### config.mk
export PLATFORM = sky130hd
export DESIGN_NAME = nvram_save_bridge
export DESIGN_NICKNAME = d
export VERILOG_FILES = /design/src/rtl/nvram_save_bridge.sv
export SDC_FILE = /design/constraint.sdc
export NUM_CORES = 1
export LEC_CHECK = 0
export BUFFER_PORTS_ARGS = -buffer_cell sky130_fd_sc_hd__buf_2
export CORE_MARGIN = 4
export CORE_UTILIZATION = 35
export CTS_BUF_LIST = sky130_fd_sc_hd__clkbuf_4
export DETAILED_ROUTE_END_ITERATION = 7
export SLEW_MARGIN = 25
export SYNTH_ARGS = -nofsm -noshare
export SYNTH_HDL_FRONTEND = slang
export SYNTH_SLANG_ARGS = --single-unit
### constraint.sdc
create_clock -name clk -period 4.1 [get_ports clk]
set_input_delay 0.615 -clock clk [delete_from_list [all_inputs] [get_ports clk]]
set_output_delay 0.615 -clock clk [all_outputs]
set_load 0.005 [all_outputs]
### src/rtl/nvram_save_bridge.sv
// Bridges the CPU NVRAM port to a host save-file stream: a save sweep packs nibble pairs
// into bytes on tx_*, a load sweep unpacks rx_* bytes back into the array.
module nvram_save_bridge #(
  parameter int ADDR_W = 8
) (
  input  logic              clk,
  input  logic              reset,
  input  logic [ADDR_W-1:0] cpu_addr,
  input  logic              cpu_write,
  input  logic [3:0]        cpu_wdata,
  output logic [3:0]        cpu_q,
  output logic [ADDR_W-1:0] ram_addr,
  output logic              ram_write,
  output logic [3:0]        ram_wdata,
  input  logic [3:0]        ram_q,
  input  logic              save_req,
  input  logic              load_req,
  output logic [7:0]        tx_data,
  output logic              tx_valid,
  input  logic              tx_ready,
  input  logic [7:0]        rx_data,
  input  logic              rx_valid,
  output logic              rx_ready,
  output logic              busy,
  output logic              cpu_hold,
  output logic              done
);

  localparam int K_W = ADDR_W - 1;
  localparam logic [K_W-1:0] K_ONE  = K_W'(1);
  localparam logic [K_W-1:0] K_LAST = {K_W{1'b1}};

  typedef enum logic [3:0] {
    IDLE   = 4'd0,
    S_RD0  = 4'd1,
    S_RD1  = 4'd2,
    S_CAP  = 4'd3,
    S_TX   = 4'd4,
    L_WAIT = 4'd5,
    L_WR0  = 4'd6,
    L_WR1  = 4'd7,
    DONE   = 4'd8
  } state_t;

  state_t          state_r;
  state_t          state_s;
  logic [K_W-1:0]  k_r;
  logic            k_adv_s;
  logic            last_byte_s;
  logic [3:0]      lo_nib_r;
  logic [7:0]      tx_data_r;
  logic [7:0]      rx_byte_r;
  logic            busy_r;
  logic            tx_valid_r;
  logic            rx_ready_r;
  logic            done_r;
  logic [ADDR_W-1:0] ram_addr_s;
  logic            ram_write_s;
  logic [3:0]      ram_wdata_s;

  assign last_byte_s = (k_r == K_LAST);

  // Next-state decode and byte-counter advance
  always_comb begin
    state_s = state_r;
    k_adv_s = 1'b0;
    case (state_r)
      IDLE: begin
        // save has priority when both requests arrive together
        if (save_req) begin
          state_s = S_RD0;
        end else if (load_req) begin
          state_s = L_WAIT;
        end else begin
          state_s = IDLE;
        end
      end
      S_RD0: state_s = S_RD1;
      S_RD1: state_s = S_CAP;
      S_CAP: state_s = S_TX;
      S_TX: begin
        if (tx_ready) begin
          k_adv_s = !last_byte_s;
          state_s = last_byte_s ? DONE : S_RD0;
        end else begin
          state_s = S_TX;
        end
      end
      L_WAIT: begin
        if (rx_valid) begin
          state_s = L_WR0;
        end else begin
          state_s = L_WAIT;
        end
      end
      L_WR0: state_s = L_WR1;
      L_WR1: begin
        k_adv_s = !last_byte_s;
        state_s = last_byte_s ? DONE : L_WAIT;
      end
      DONE:    state_s = IDLE;
      default: state_s = IDLE;
    endcase
  end

  // State register and registered status outputs decoded from the next state
  always_ff @(posedge clk) begin
    if (reset) begin
      state_r    <= IDLE;
      busy_r     <= 1'b0;
      tx_valid_r <= 1'b0;
      rx_ready_r <= 1'b0;
      done_r     <= 1'b0;
    end else begin
      state_r    <= state_s;
      busy_r     <= (state_s != IDLE);
      tx_valid_r <= (state_s == S_TX);
      rx_ready_r <= (state_s == L_WAIT);
      done_r     <= (state_s == DONE);
    end
  end

  // Byte counter and sweep datapath registers
  always_ff @(posedge clk) begin
    if (reset) begin
      k_r       <= '0;
      lo_nib_r  <= 4'h0;
      tx_data_r <= 8'h00;
      rx_byte_r <= 8'h00;
    end else begin
      if (state_r == DONE) begin
        k_r <= '0;
      end else if (k_adv_s) begin
        k_r <= k_r + K_ONE;
      end
      // ram_q lags ram_addr by one cycle, so each nibble is captured a state later
      if (state_r == S_RD1) begin
        lo_nib_r <= ram_q;
      end
      if (state_r == S_CAP) begin
        tx_data_r <= {ram_q, lo_nib_r};
      end
      if ((state_r == L_WAIT) && rx_valid) begin
        rx_byte_r <= rx_data;
      end
    end
  end

  // NVRAM port: CPU pass-through in IDLE, sweep addressing otherwise
  always_comb begin
    ram_addr_s  = cpu_addr;
    ram_write_s = cpu_write;
    ram_wdata_s = cpu_wdata;
    if (reset) begin
      ram_addr_s  = '0;
      ram_write_s = 1'b0;
      ram_wdata_s = 4'h0;
    end else begin
      case (state_r)
        IDLE: begin
          ram_addr_s  = cpu_addr;
          ram_write_s = cpu_write;
          ram_wdata_s = cpu_wdata;
        end
        S_RD1: begin
          ram_addr_s  = {k_r, 1'b1};
          ram_write_s = 1'b0;
          ram_wdata_s = 4'h0;
        end
        L_WR0: begin
          ram_addr_s  = {k_r, 1'b0};
          ram_write_s = 1'b1;
          ram_wdata_s = rx_byte_r[3:0];
        end
        L_WR1: begin
          ram_addr_s  = {k_r, 1'b1};
          ram_write_s = 1'b1;
          ram_wdata_s = rx_byte_r[7:4];
        end
        S_RD0, S_CAP, S_TX, L_WAIT, DONE: begin
          ram_addr_s  = {k_r, 1'b0};
          ram_write_s = 1'b0;
          ram_wdata_s = 4'h0;
        end
        default: begin
          ram_addr_s  = '0;
          ram_write_s = 1'b0;
          ram_wdata_s = 4'h0;
        end
      endcase
    end
  end

  assign ram_addr  = ram_addr_s;
  assign ram_write = ram_write_s;
  assign ram_wdata = ram_wdata_s;
  assign cpu_q     = ram_q;
  assign tx_data   = tx_data_r;
  assign tx_valid  = tx_valid_r;
  assign rx_ready  = rx_ready_r;
  assign busy      = busy_r;
  assign cpu_hold  = busy_r;
  assign done      = done_r;

endmodule

* Word-level counts from Yosys, hierarchy flattened
Index checks and enable logic that the tools add are counted.
Cells by class: add/sub/neg operators 1, multipliers 0, divide/modulo/power cells 0, magnitude comparators 0, equality and inequality tests 12, shift-type cells 0, mux-type cells 15, bitwise logic cells 0, reductions and logical operators 8
Operators with widths (number):
- one-hot mux 4 bit (8 select lines) | 1
- == test 4 x 3 -> 1 bit, second input constant | 6
- one-hot mux 8 bit (3 select lines) | 1
- 2-to-1 mux 4 bit | 4
- one-hot mux 4 bit (3 select lines) | 1
- == test 4 x 2 -> 1 bit, second input constant | 2
- == test 4 bit, second input constant | 2
- 2-to-1 mux 8 bit | 1
- adder 7 x 1 -> 7 bit, second input constant | 1
- == test 7 bit, second input constant | 1
- 2-to-1 mux 3 bit | 2
- OR reduction 2 bit | 3
- OR reduction 6 bit | 1
- == test 4 x 1 -> 1 bit, second input constant | 1
- logical NOT 4 bit | 1
- one-hot mux 1 bit (2 select lines) | 2
- nonzero test 4 bit | 1
- 2-to-1 mux 1 bit | 2
- 2-to-1 mux 2 bit | 1
- logical AND 1 bit | 1
- logical NOT 1 bit | 1
Storage, ports and cells: flip-flop bits (word level) 35, latch bits 0, RAM bits 0, ROM bits 0, output and inout bits 30, word-level logic and storage cells 45, memories kept 0

* Longest topological paths before layout
word-level depth 5, depth in mapped cells 7

* Least setup slack after synthesis
No wires, ideal clock.
path type flip-flop to output port, start register state_r[1], end output ram_wdata[0], data arrival time 1.405 ns, path slack 2.080 ns, stages on the path, launching flop included 6, path buffers 1, path through dfxtp_1 > buf_2 > nor4_2 > a21oi_1 > or2_1 > nor2_1
On the way: word-level cells in the longest chain between the ends 3, elaborated cells between the ends (all ways) 5, those cells by class eq/ne: 2; mux: 2; reduce/logical: 1
RTL lines:
- start, declared | line 45 | state_t state_r;
- start signal, assigned | line 115 | state_r <= state_s;
- == test 4 x 3 -> 1 bit / logical NOT 4 bit (equally long branches) | line 159 | case (state_r)
- one-hot mux 4 bit (3 select lines) (*) | line 159
- 2-to-1 mux 4 bit (*) | line 154 | if (reset) begin
- end, declared | line 14 | output logic [3:0] ram_wdata,
Every way passes the cells marked *; elsewhere a longest branch is shown, timed or not.

* Worst setup path after layout
start register state_r[1], end output ram_wdata[2]
Same word-level chain as after synthesis.

==> results by group <==
STA
  • Worst-Margin Slew: 0.790 ns
  • Worst slew margin: 46.9%
  • Worst-case clock skew: 0.00329 ns
  • Fin Setup TNS: 0 ns
  • Final hold slack: 0.455 ns
  • Final Hold Viols: 0
  • Final worst-path cycle share: 68.8%
  • Final setup fails: 0
  • Max Fclk: 355 MHz
  • Min cycle time layout: 2.82 ns
  • Fin. max-slew vios: 0
  • Fin worst setup slack: 1.28 ns
  • RSZ-0062 raised after global routing: false

Global routing
  • Initial antenna violation count: 0
  • Total grt overflow: 0
  • Total track usage: 14.7%
  • Vias in the first global route: 1,594
  • Global-route wire length before repair: 7300 um
  • Pin count of the biggest net entering global routing: 39

Final layout
  • Finished Cell Area: 0.00213 mm2
  • Final net count: 293
  • Final Non-Filler Cells: 329
  • Commonest cells after routing, fill and taps aside: buf_2, dfxtp_1, nor2_1, nand2_1, a21oi_1
  • Final core occ: 44.2%
  • Antenna diodes: 0
  • Syn-to-layout area delta: 19.5%
  • Commonest non-fill, non-tap cell in the layout: buf_2
  • Fill cells: 527
  • Layout cells sized above 1: 29.4%

Routing
  • First-pass DRT Iterations: 4
  • Initial DRC count: 140
  • WL per Instance: 13.1 um
  • Final WL: 4310 um
  • DR vias: 1,676
  • Routed Antenna Nets: 0
  • DR DRC count: 0
  • Vias per cell: 5.09

Setup path
  • CP cell instances: nor4_2 -> a21oi_1 -> or2_1 -> nor2_1 -> buf_2
  • CP startpoint kind: flop
  • Worst Path Buf+Inv: 1
  • Flop2flop setup slack: 1.95 ns
  • Crit Path Category: reg -> out
  • Worst setup EP type: output port
  • CP max stage cell: nor4_2
  • Worst-path fanout max: 17
  • WP data arrival: 2.20 ns
  • Worst path required time: 3.48 ns
  • Largest stage delay, worst path: 0.78 ns
  • Crit path max-delay family: simple AND/OR/NAND/NOR gates

Die
  • Core Rows: 25
  • Starting Density: 37.0%
  • Die X: 79.4 um
  • CORE AREA: 0.00482 mm2
  • Boundary pin count: 61
  • Die Span Y: 79.4 um
  • Die area: 0.00630 mm2

Clock network
  • Max clock buf depth: 2
  • Clock Tree Root: clkbuf_4
  • Clk sink count: 35
  • H-tree depth: 2
  • CTS Buf Count: 5
  • Clk slew on worst S/H paths: 0.11 ns
  • Post CTS Setup Buffer Count: 0
  • CTS hold repair buffers: 0
  • TritonCTS clock tree: built
  • Clk_lat worst skew: 0.34 ns
  • Post-cts sizing count: 0

Yosys
  • Top-area cell type share of the netlist area: 39.3%
  • EDFF count, synth: 0
  • Cell accounting for the most synthesized area: dfxtp_1
  • Synth Flop Type: dfxtp_1
  • Mapped Cells: 212
  • Cell variety after synth: 48
  • Synth Register Bits: 35
  • Ys async rst share: 0%
  • Seq/Total Area, Yosys: 39.3%
  • Area contributors post-synth: dfxtp_1, mux2i_1, nor2_1
  • Syn Area/Cell: 8.40 um2
  • YS warnings: 0
  • Synthesized Nets: 244
  • Mapped Area: 0.00178 mm2

Placed design
  • Routability cong.: 0.774
  • Dpl cells: 321
  • Area post-placement: 0.00207 mm2
  • Pre-CTS setup slack: 1.63 ns
  • DP HPWL: 3170 um
  • # port buffers: 60

Status
  • Status: finished clean

Power and ir drop
  • Pwr dens: 405 mW/mm2
  • Power Total: 0.862 mW
  • Leak: 0.942 nW
  • Max VDD drop: 0.000170 V

Worst hold path
  • HP Class: reg -> reg

Flow run
  • MaxCap Viol Count: 0
-- cells by family (layout without fill, tap and decap cells) --
logic type	Yosys count	after routing	synth area share (%)
AOI/OAI and AO/OA	53	53	20.7
xor gates and xnor gates	1	1	0.492
adders and majority gates	1	1	0.702
buffers and inverters	21	71	5.90
DFF	35	35	39.3
muxes	12	12	6.74
and+or+nand+nor	89	89	26.1
-- flip-flops by register name, summed over array words and instances (netlist names) --
name / flops
rx_byte_r: 8
tx_data: 8
k_r: 7
lo_nib_r: 4
state_r: 4
busy: 1
done: 1
rx_ready: 1
tx_valid: 1
-- power breakdown --
part	leakage (nW)	switching [mW]	internal, mW	total [mW]
clock	0.0317	0.122	0.0728	0.195
sequential	0.283	0.0390	0.363	0.402
combinational	0.627	0.146	0.118	0.265
-- routing by layer --
metal | vias up | global-route usage, % | share of wire, %
met5 | - | 0 | 0
met4 | 0 | 6.19 | 1.9
met3 | 8 | 3.51 | 5.0
met2 | 40 | 24.5 | 48
met1 | 768 | 17.9 | 45
li1 | 860 | - | -
-- tightest hold or removal path, stage by stage (launching register included) --
cell	delay [ns]
dfxtp_1	0.32
nand2_1	0.05
a21oi_1	0.05
-- path summary, 6_finish.rpt --
kind	startpoint	to	cells past startpoint
worst max register to register	state_r[2]$_SDFF_PP0_	k_r[3]$_SDFFE_PP0P_	4
worst min register to register	tx_data[4]$_SDFFE_PP0P_	tx_data[4]$_SDFFE_PP0P_	2
worst min-delay path	tx_data[4]$_SDFFE_PP0P_	tx_data[4]$_SDFFE_PP0P_	2
worst max-delay path	state_r[1]$_SDFF_PP0_	ram_wdata[2]	5
-- Yosys cell counts (4+ instances only) --
master	number
a21oi_1	16
a22oi_1	11
a2bb2oi_1	4
buf_2	6
buf_4	5
clkbuf_1	7
dfxtp_1	35
mux2i_1	12
nand2_1	20
nand2b_1	6
nor2_1	32
nor3_1	4
-- cell type report --
class	count	area, um2	share of cell area (%)
Clock buffer	6	45.0	2.12
Clock inverter	2	12.5	0.588
Inverter	3	11.3	0.529
Multi-Input combinational cell	156	976	45.8
Sequential cell	35	701	32.9
Tap cell	67	83.8	3.94
Timing Repair Buffer	60	300	14.1
No activity file was read; power rests on OpenSTA's default activity.
